### src/rtl/mod_ctrl_pkg.sv
// mod_ctrl_pkg: shared types and helpers for the mod-N counter sequencing
// controller (state encoding, minimum modulus, modulus clamp).
package mod_ctrl_pkg;

   typedef enum logic [1:0] {
      ST_IDLE  = 2'd0,
      ST_RUN   = 2'd1,
      ST_PAUSE = 2'd2,
      ST_DONE  = 2'd3
   } state_e;

   localparam int unsigned MIN_MOD = 2;

   // Clamp a requested modulus into MIN_MOD..2^w. The caller narrows the
   // 32-bit result back to its own w+1-bit modulus register.
   function automatic logic [31:0] clamp_mod(input logic [31:0] m,
                                             input int unsigned w);
      logic [31:0] max_mod;
      max_mod = 32'd1 << w;
      if (m < 32'(MIN_MOD)) begin
         return 32'(MIN_MOD);
      end else if (m > max_mod) begin
         return max_mod;
      end else begin
         return m;
      end
   endfunction

endpackage

### src/rtl/mod_n_counter.sv
// mod_n_counter: counter datapath for the sequencing controller. Counts
// 0..modulus-1 while enabled, wraps on terminal count, clears on request.
// The modulus is WIDTH+1 bits wide so that a full 2^WIDTH period is legal.
module mod_n_counter #(
   parameter int WIDTH = 5
) (
   input  logic             clk,
   input  logic             rst_n,
   input  logic             clear_i,
   input  logic             enable_i,
   input  logic [WIDTH:0]   modulus_i,
   output logic [WIDTH-1:0] q_o,
   output logic             tc_o
);

   localparam logic [WIDTH:0]   ONE_M = {{WIDTH{1'b0}}, 1'b1};
   localparam logic [WIDTH-1:0] ONE_Q = {{(WIDTH-1){1'b0}}, 1'b1};

   logic [WIDTH-1:0] cnt_q;
   logic [WIDTH-1:0] cnt_d;
   logic             at_term;

   // Terminal value is compared at full modulus width so 2^WIDTH never aliases.
   assign at_term = ({1'b0, cnt_q} == (modulus_i - ONE_M));
   assign tc_o    = enable_i & at_term;
   assign q_o     = cnt_q;

   // Next count: clear dominates, otherwise increment with wrap at terminal.
   always_comb begin
      cnt_d = cnt_q;
      if (clear_i) begin
         cnt_d = '0;
      end else if (enable_i) begin
         cnt_d = at_term ? '0 : (cnt_q + ONE_Q);
      end
   end

   // Count register.
   always_ff @(posedge clk or negedge rst_n) begin
      if (!rst_n) begin
         cnt_q <= '0;
      end else begin
         cnt_q <= cnt_d;
      end
   end

endmodule

### src/rtl/mod_counter_ctrl.sv
// mod_counter_ctrl: sequencing controller for a mod-N counter. Holds a
// runtime modulus and repeat count loaded over a valid/ready handshake,
// runs a fixed number of full periods (or free-runs when reps is 0),
// flags every terminal count and reports completion.
// Optional feature macro: MOD_CTRL_PAUSE_EN enables the pause input and
// the PAUSE state; without it pause is ignored and RUN counts every cycle.
module mod_counter_ctrl
   import mod_ctrl_pkg::*;
#(
   parameter int WIDTH       = 5,
   parameter int DEFAULT_MOD = 30,
   parameter int REPS_W      = 8
) (
   input  logic              clk,
   input  logic              rst_n,
   input  logic              cfg_valid,
   output logic              cfg_ready,
   input  logic [WIDTH:0]    cfg_mod,
   input  logic [REPS_W-1:0] cfg_reps,
   input  logic              start,
   input  logic              stop,
   input  logic              pause,
   output logic [WIDTH-1:0]  q,
   output logic              tc,
   output logic              busy,
   output logic              done
);

   localparam int MW = WIDTH + 1;
   localparam logic [REPS_W-1:0] ONE_R = {{(REPS_W-1){1'b0}}, 1'b1};

   state_e            state_q;
   state_e            state_d;
   logic [WIDTH:0]    mod_q;
   logic [WIDTH:0]    mod_d;
   logic [REPS_W-1:0] reps_q;
   logic [REPS_W-1:0] reps_d;
   logic [REPS_W-1:0] per_q;
   logic [REPS_W-1:0] per_d;
   logic              ready_q;
   logic              ready_d;
   logic              busy_q;
   logic              busy_d;
   logic              done_q;
   logic              done_d;

   logic              cfg_fire;
   logic [WIDTH:0]    cfg_mod_cl;
   logic              last_period;
   logic              cnt_clear;
   logic              cnt_en;
   logic [WIDTH-1:0]  cnt_val;
   logic              cnt_tc;
   logic              launching;

   // ready_q is high exactly in IDLE/DONE, so it qualifies the handshake.
   assign cfg_fire    = cfg_valid & ready_q;
   assign cfg_mod_cl  = MW'(clamp_mod(32'(cfg_mod), WIDTH));
   // The period now completing is the last one only for a bounded run.
   assign last_period = (reps_q != '0) && (per_q == (reps_q - ONE_R));
   assign launching   = (state_d == ST_RUN) &&
                        ((state_q == ST_IDLE) || (state_q == ST_DONE));
   assign cnt_en      = (state_q == ST_RUN);
   assign cnt_clear   = stop | launching;

`ifndef MOD_CTRL_PAUSE_EN
   logic unused_pause;
   assign unused_pause = pause;
`endif

   mod_n_counter #(
      .WIDTH(WIDTH)
   ) u_counter (
      .clk      (clk),
      .rst_n    (rst_n),
      .clear_i  (cnt_clear),
      .enable_i (cnt_en),
      .modulus_i(mod_q),
      .q_o      (cnt_val),
      .tc_o     (cnt_tc)
   );

   // State register.
   always_ff @(posedge clk or negedge rst_n) begin
      if (!rst_n) begin
         state_q <= ST_IDLE;
      end else begin
         state_q <= state_d;
      end
   end

   // Next state: stop dominates, then completion, then pause.
   always_comb begin
      state_d = state_q;
      if (stop) begin
         state_d = ST_IDLE;
      end else begin
         unique case (state_q)
            ST_IDLE, ST_DONE: begin
               if (start) state_d = ST_RUN;
            end
            ST_RUN: begin
               if (cnt_tc && last_period) begin
                  state_d = ST_DONE;
`ifdef MOD_CTRL_PAUSE_EN
               end else if (pause) begin
                  state_d = ST_PAUSE;
`endif
               end
            end
            ST_PAUSE: begin
`ifdef MOD_CTRL_PAUSE_EN
               if (!pause) state_d = ST_RUN;
`else
               state_d = ST_RUN;
`endif
            end
            default: state_d = ST_IDLE;
         endcase
      end
   end

   // Outputs and datapath control: config capture, period count, flags.
   always_comb begin
      mod_d   = mod_q;
      reps_d  = reps_q;
      per_d   = per_q;
      if (cfg_fire) begin
         mod_d  = cfg_mod_cl;
         reps_d = cfg_reps;
      end
      if (launching) begin
         per_d = '0;
      end else if ((state_q == ST_RUN) && cnt_tc && !stop) begin
         per_d = (per_q == '1) ? per_q : (per_q + ONE_R);
      end
      ready_d = (state_d == ST_IDLE) || (state_d == ST_DONE);
      busy_d  = (state_d == ST_RUN)  || (state_d == ST_PAUSE);
      done_d  = (state_d == ST_DONE);
   end

   // Configuration, period counter and registered status flags.
   always_ff @(posedge clk or negedge rst_n) begin
      if (!rst_n) begin
         mod_q   <= MW'(DEFAULT_MOD);
         reps_q  <= ONE_R;
         per_q   <= '0;
         ready_q <= 1'b1;
         busy_q  <= 1'b0;
         done_q  <= 1'b0;
      end else begin
         mod_q   <= mod_d;
         reps_q  <= reps_d;
         per_q   <= per_d;
         ready_q <= ready_d;
         busy_q  <= busy_d;
         done_q  <= done_d;
      end
   end

   assign cfg_ready = ready_q;
   assign busy      = busy_q;
   assign done      = done_q;
   assign q         = cnt_val;
   assign tc        = cnt_tc;

endmodule

### config.mk
export PLATFORM = sky130hd
export DESIGN_NAME = mod_counter_ctrl
export DESIGN_NICKNAME = d
export VERILOG_FILES = /design/src/rtl/mod_ctrl_pkg.sv /design/src/rtl/mod_n_counter.sv /design/src/rtl/mod_counter_ctrl.sv
export SDC_FILE = /design/constraint.sdc
export NUM_CORES = 1
export LEC_CHECK = 0
export CAP_MARGIN = 25
export CORE_MARGIN = 5
export CORE_UTILIZATION = 40
export DETAILED_ROUTE_END_ITERATION = 12
export PLACE_DENSITY = 0.67
export RECOVER_POWER = 25
export SLEW_MARGIN = 15
export SYNTH_ARGS = -nofsm -noshare
export SYNTH_HDL_FRONTEND = slang
export SYNTH_SLANG_ARGS = --single-unit
### constraint.sdc
create_clock -name clk -period 6.28 [get_ports clk]
set_input_delay 1.884 -clock clk [delete_from_list [all_inputs] [get_ports clk]]
set_output_delay 1.884 -clock clk [all_outputs]
set_load 0.05 [all_outputs]
After elaboration in Yosys (flattened, before gate mapping)
Cells that the tools add are included.

operators by class
  bitwise logic cells = 3
  magnitude comparators = 2
  add/subtract/negate cells = 4
  eq/ne operators = 10
  muxes and demuxes = 12
  reductions and logical operators = 16

operator list
  operator                                                                       number
  8-bit two-way mux                                                              3
  5-bit two-way mux                                                              3
  6-bit two-way mux                                                              2
  8-bit by 1-bit adder with 8-bit output (second input constant)                 1
  2-bit equality test (second input constant)                                    4
  8-bit equality test                                                            1
  8-bit equality test (second input constant)                                    1
  8-bit nonzero test                                                             1
  8-bit by 1-bit subtractor with 8-bit output (second input constant)            1
  5-bit by 6-bit equality test with 1-bit output                                 1
  6-bit > comparator (second input constant)                                     1
  6-bit by 2-bit less-than comparator with 1-bit output (second input constant)  1
  2-bit two-way mux                                                              3
  2-bit one-hot mux with 3 select lines                                          1
  6-bit by 1-bit subtractor with 6-bit output (second input constant)            1
  5-bit by 1-bit adder with 5-bit output (second input constant)                 1
  1-bit logical AND                                                              5
  2-bit by 1-bit equality test with 1-bit output (second input constant)         2
  2-bit zero test                                                                2
  2-bit nonzero test                                                             2
  1-bit logical OR                                                               3
  1-bit AND                                                                      2
  2-bit != test (second input constant)                                          1
  2-bit AND reduction                                                            1
  3 further kinds                                                                3

word-level totals
  input bits = 20
  bits in registers = 32
  word-level logic and storage cells = 55

Depth between registers and ports, before layout
  word-level depth = 11
  gate-level depth with buffers = 14
  mapped depth without buffers = 12

By module
Synthesis repeated with hierarchy kept, for this count alone.

second synthesis, totals
  cells, all modules = 192
  area, all modules = 1,939.4 um^2

modules (own cells, without submodules)
  module            area an instance (um^2)  sequential area each (um^2)  cells an instance  times used
  mod_counter_ctrl  1,456.4                  683.2                        140                1
  mod_n_counter     483.0                    125.1                        52                 1

Worst setup path before layout
No wires, ideal clock.

  path kind = register to output
  from = register mod_q[1]
  to = output tc
  slack = 2.178 ns
  stages on the path, launching flop included = 10
  data arrival time = 2.218 ns
  data required time = 4.396 ns
  buffers on the path = 2
  path through = dfstp_2 inv_1 ha_1 nand2b_1 a21boi_0 o31a_1 nand3_2 buf_6 buf_6 nor2_1

on the way
  word-level cells in the longest chain between the ends = 3

ends and longest elaborated chain
  item                                            RTL line                 text
  from (decl)                                     mod_counter_ctrl.sv:34   logic [WIDTH:0] mod_q;
  from (signal assigned)                          mod_counter_ctrl.sv:145  mod_q <= MW'(DEFAULT_MOD);
  from (signal assigned)                          mod_counter_ctrl.sv:152  mod_q <= mod_d;
  6-bit by 1-bit subtractor with 6-bit output     mod_n_counter.sv:24      assign at_term = ({1'b0, cnt_q} == (modulus_i - ONE_M));
  5-bit by 6-bit equality test with 1-bit output  mod_n_counter.sv:24
  1-bit AND                                       mod_n_counter.sv:25      assign tc_o = enable_i & at_term;
  to (decl)                                       mod_counter_ctrl.sv:24   output logic tc,

No other way between the ends.

Worst setup path in the final report
Ends and elaborated chain as after synthesis.

==> impl_metrics.csv <==
group,metric,value,unit
run_status,status,"finished with violations",
run_status,violations,"max-capacitance violations, max-slew violations",
final_layout,drive_gt1_share,11.4,%
timing,slew_headroom,-11.9,%
timing,fmax,209,MHz
global_routing,grt-ovfl-total,0,
worst_hold_path,hold_class,"flip-flop to flip-flop",
timing,period_needed,4.79,ns
logic_synthesis,yosysUniqueCellTypes,41,
timing,clock_skew,0.00362,ns
power_and_ir_drop,combPwrFrac,21.3,%
logic_synthesis,ys_seq_area_share,42.1,%
timing,tns,0,ns
route,wirelength,3820,um
logic_synthesis,synth-edff-count,0,
place,dp_hpwl,2800,um
route,ant_nets,0,
global_routing,grt.met1_usage,16.5,%
worst_setup_path,r2r-end,"per_q[3]",
logic_synthesis,netlist_area,1920,um2
die,die_x,79.3,um
die,coreArea,4690,um2
route,wl_per_cell,13.5,um
final_layout,area_delta_synth_final,20.7,%
run,cap_violations,1,
timing,hold_violations,0,
power_and_ir_drop,power_frac_seq,47.2,%
worst_setup_path,critPathRequiredTime,4.40,ns
worst_setup_path,r2r_cells,12,
final_layout,multi_input_area,1040,um2
worst_setup_path,path_max_fanout,21,
global_routing,grt_pass1_wl,6480,um
logic_synthesis,synth.ff_latch_count,32,
worst_setup_path,start_kind,"flip-flop",
place,numPortBuffers,27,
worst_setup_path,arrival,2.91,ns
logic_synthesis,dominantRegCellSynth,"dfrtp_1",
worst_setup_path,criticalPathCategory,"flip-flop to output pin",
place,place.gp.congestion,0.799,
clock_tree,cts_root_buf,"clkbuf_8",
route,dr.first_iter.drc_count,100,
worst_setup_path,startpoint,"mod_q[1]",
global_routing,antenna_found_initial,0,
power_and_ir_drop,p_sw,0.149,mW
die,start_util,40.9,%
worst_setup_path,crit_family,"buffers and inverters",
die,num_rows,25,
global_routing,grtUsageMet2,21.2,%
route,route.detailed.drc,0,
clock_tree,cts_made_buffers,5,
timing,period_share,76.3,%
worst_setup_path,cp_cell_sequence,"inv_1 -> ha_1 -> nand2b_1 -> a21boi_0 -> o31a_1 -> nand3_2 -> nor2_1 -> clkdlybuf4s50_1",
clock_tree,cts_hold_buffers,0,
worst_setup_path,worstSetupPathDepth,8,
logic_synthesis,syn_inst,198,
die,die_y,79.3,um
worst_setup_path,end_kind,"output pin",
global_routing,grt_max_degree,33,
die,boundaryPins,29,
die,dieArea,6280,um2
logic_synthesis,yosys_warnings,0,
global_routing,grt_pass1_vias,1435,
power_and_ir_drop,p_per_area,224,nW/um2
timing,slew_viol_final,33,
global_routing,grt_util_met3,3.97,%
global_routing,grt_usage,13.1,%
logic_synthesis,async_flop_share,100,%
power_and_ir_drop,clockPowerShare,31.5,%
clock_tree,clk_pin_slew,0.07,ns
logic_synthesis,syn_nets,226,
worst_setup_path,r2r-start,"mod_q[1]",
clock_tree,clock_path_buffers,2,
clock_tree,cts.sinks,32,
worst_setup_path,slowest_delay,0.82,ns
timing,rsz0062_at_grt,"no",
final_layout,regArea,808,um2
route,drtPass1Iterations,4,
clock_tree,post_cts_buffers,0,
power_and_ir_drop,p_leak,0.925,nW
worst_setup_path,slowest_stage,"clkdlybuf4s50_1",
worst_setup_path,cp.buffers_inverters,2,
timing,finalHoldWorstSlack,0.491,ns
final_layout,fin_nets,256,
clock_tree,cts_tree,"built",
power_and_ir_drop,p_int,0.370,mW
route,avgViaCountPerCell,5.48,
clock_tree,htreeDepth,2,
clock_tree,cts_resized,0,
worst_setup_path,reg2reg_slack,2.93,ns
final_layout,fill_cells,449,
power_and_ir_drop,max-vdd-ir-drop,0.0000950,V
timing,finalSetupViolCount,0,
worst_setup_path,crit_path_end,"tc",
clock_tree,clk_latency,0.28,ns
timing,worst_slew_pin_slew,1.68,ns
global_routing,busiest_layer,"met2",
final_layout,final_cell_mix,"dfrtp_1 (26), clkdlybuf4s50_1 (26), nand2_1 (19)",
power_and_ir_drop,p_sw_share,28.7,%
route,num_vias,1550,
final_layout,antenna_cells_inserted,0,
logic_synthesis,syn_area_per_cell,9.69,um2
power_and_ir_drop,total_power,0.519,mW
==> cell type report <==
type                    count  share of cell area (%)
multi-input cells         152                    45.0
flip-flops and latches     32                    34.9
repair buffers             28                    11.8
clock buffers               8                    3.89
well taps                  54                    2.92
inverters                   9                    1.46
==> kinds of logic after synthesis <==
kind of cell	Yosys count	share of synthesized area (%)
fa+ha+maj	8	5.22
simple gates	82	23.5
buf+inv	14	3.59
mux	10	5.80
flops	32	42.1
xor+xnor	20	9.13
compound gates	32	10.6
==> through the flow <==
| step | worst slack (ns) | utilization [%] | instances | instance area, um2 |
|---|---|---|---|---|
| after floorplan | 2.18 | - | 198 | 1920 |
| after global placement | 1.77 | 47.5 | 275 | 2230 |
| after detailed placement | 1.75 | 47.5 | 275 | 2230 |
| after CTS | 1.44 | 49.4 | 283 | 2320 |
| after global routing | 1.24 | 49.4 | 283 | 2320 |
| final | 1.49 | 49.4 | 283 | 2320 |
==> flip-flops by register name (all words and copies together), names as in the netlist <==
| register | flops |
|---|---|
| cfg_ready | 1 |
| u_counter.q_o | 5 |
| mod_q | 6 |
| per_q | 8 |
| done | 1 |
| busy | 1 |
| state_q | 2 |
| reps_q | 8 |
==> per-layer routing <==
| metal | up-vias | part of all wire (%) | routed length (um) |
|---|---|---|---|
| li1 | 770 | - | - |
| met1 | 739 | 45 | 1720 |
| met2 | 35 | 48 | 1850 |
| met3 | 6 | 5.3 | 202 |
| met4 | 0 | 1.3 | 51 |
| met5 | - | 0 | 0 |
==> worst reg2reg max path, cell delays in order, from the launching register on <==
cell      delay [ns]
dfstp_2         0.56
inv_1           0.05
ha_1            0.21
nand2b_1        0.15
a21boi_0        0.17
o31a_1          0.19
nand3_2         0.30
o311ai_0        0.49
o21ai_0         0.16
ha_1            0.22
and2_1          0.23
or4_1           0.49
nand2_1         0.08
==> worst min path at each step <==
stage               slack [ns]      from       end  depth (start not counted)
finish                    0.49  mod_q[1]  mod_q[1]                          2
global route              0.51  mod_q[1]  mod_q[1]                          2
CTS                       0.49  mod_q[1]  mod_q[1]                          2
detailed placement        0.48  mod_q[1]  mod_q[1]                          2
global placement          0.48  mod_q[1]  mod_q[1]                          2
floorplan                 0.47  mod_q[1]  mod_q[1]                          2
==> cell usage after synthesis, drive strengths merged (2+ instances only) <==
cell type,instances,area [um2]
dfrtp,26,651
nand2,19,71.3
xnor2,15,131
nor2,13,48.8
nand3,10,55.1
o21ai,10,50.1
inv,9,33.8
mux2,9,101
a21oi,8,40.0
ha,8,100
dfstp,6,158
nand2b,5,31.3
nand4,5,31.3
xor2,5,43.8
nor3,4,30.0
nor4,4,25.0
or3,4,25.0
or4,4,30.0
a31oi,3,18.8
and2,3,18.8
buf,3,27.5
nand3b,3,22.5
o211ai,3,22.5
and3,2,12.5
and4,2,17.5
clkbuf,2,7.51
o31ai,2,15.0
==> power by group through the flow <==
stage,combinational [mW],sequential (mW),clock [mW]
after floorplan,0.0748,0.250,0
after global placement,0.110,0.248,0
after detailed placement,0.112,0.249,0
after CTS,0.113,0.245,0.169
after global routing,0.123,0.248,0.178
final,0.111,0.245,0.163
Note: power is estimated with default switching activity, not from simulation.
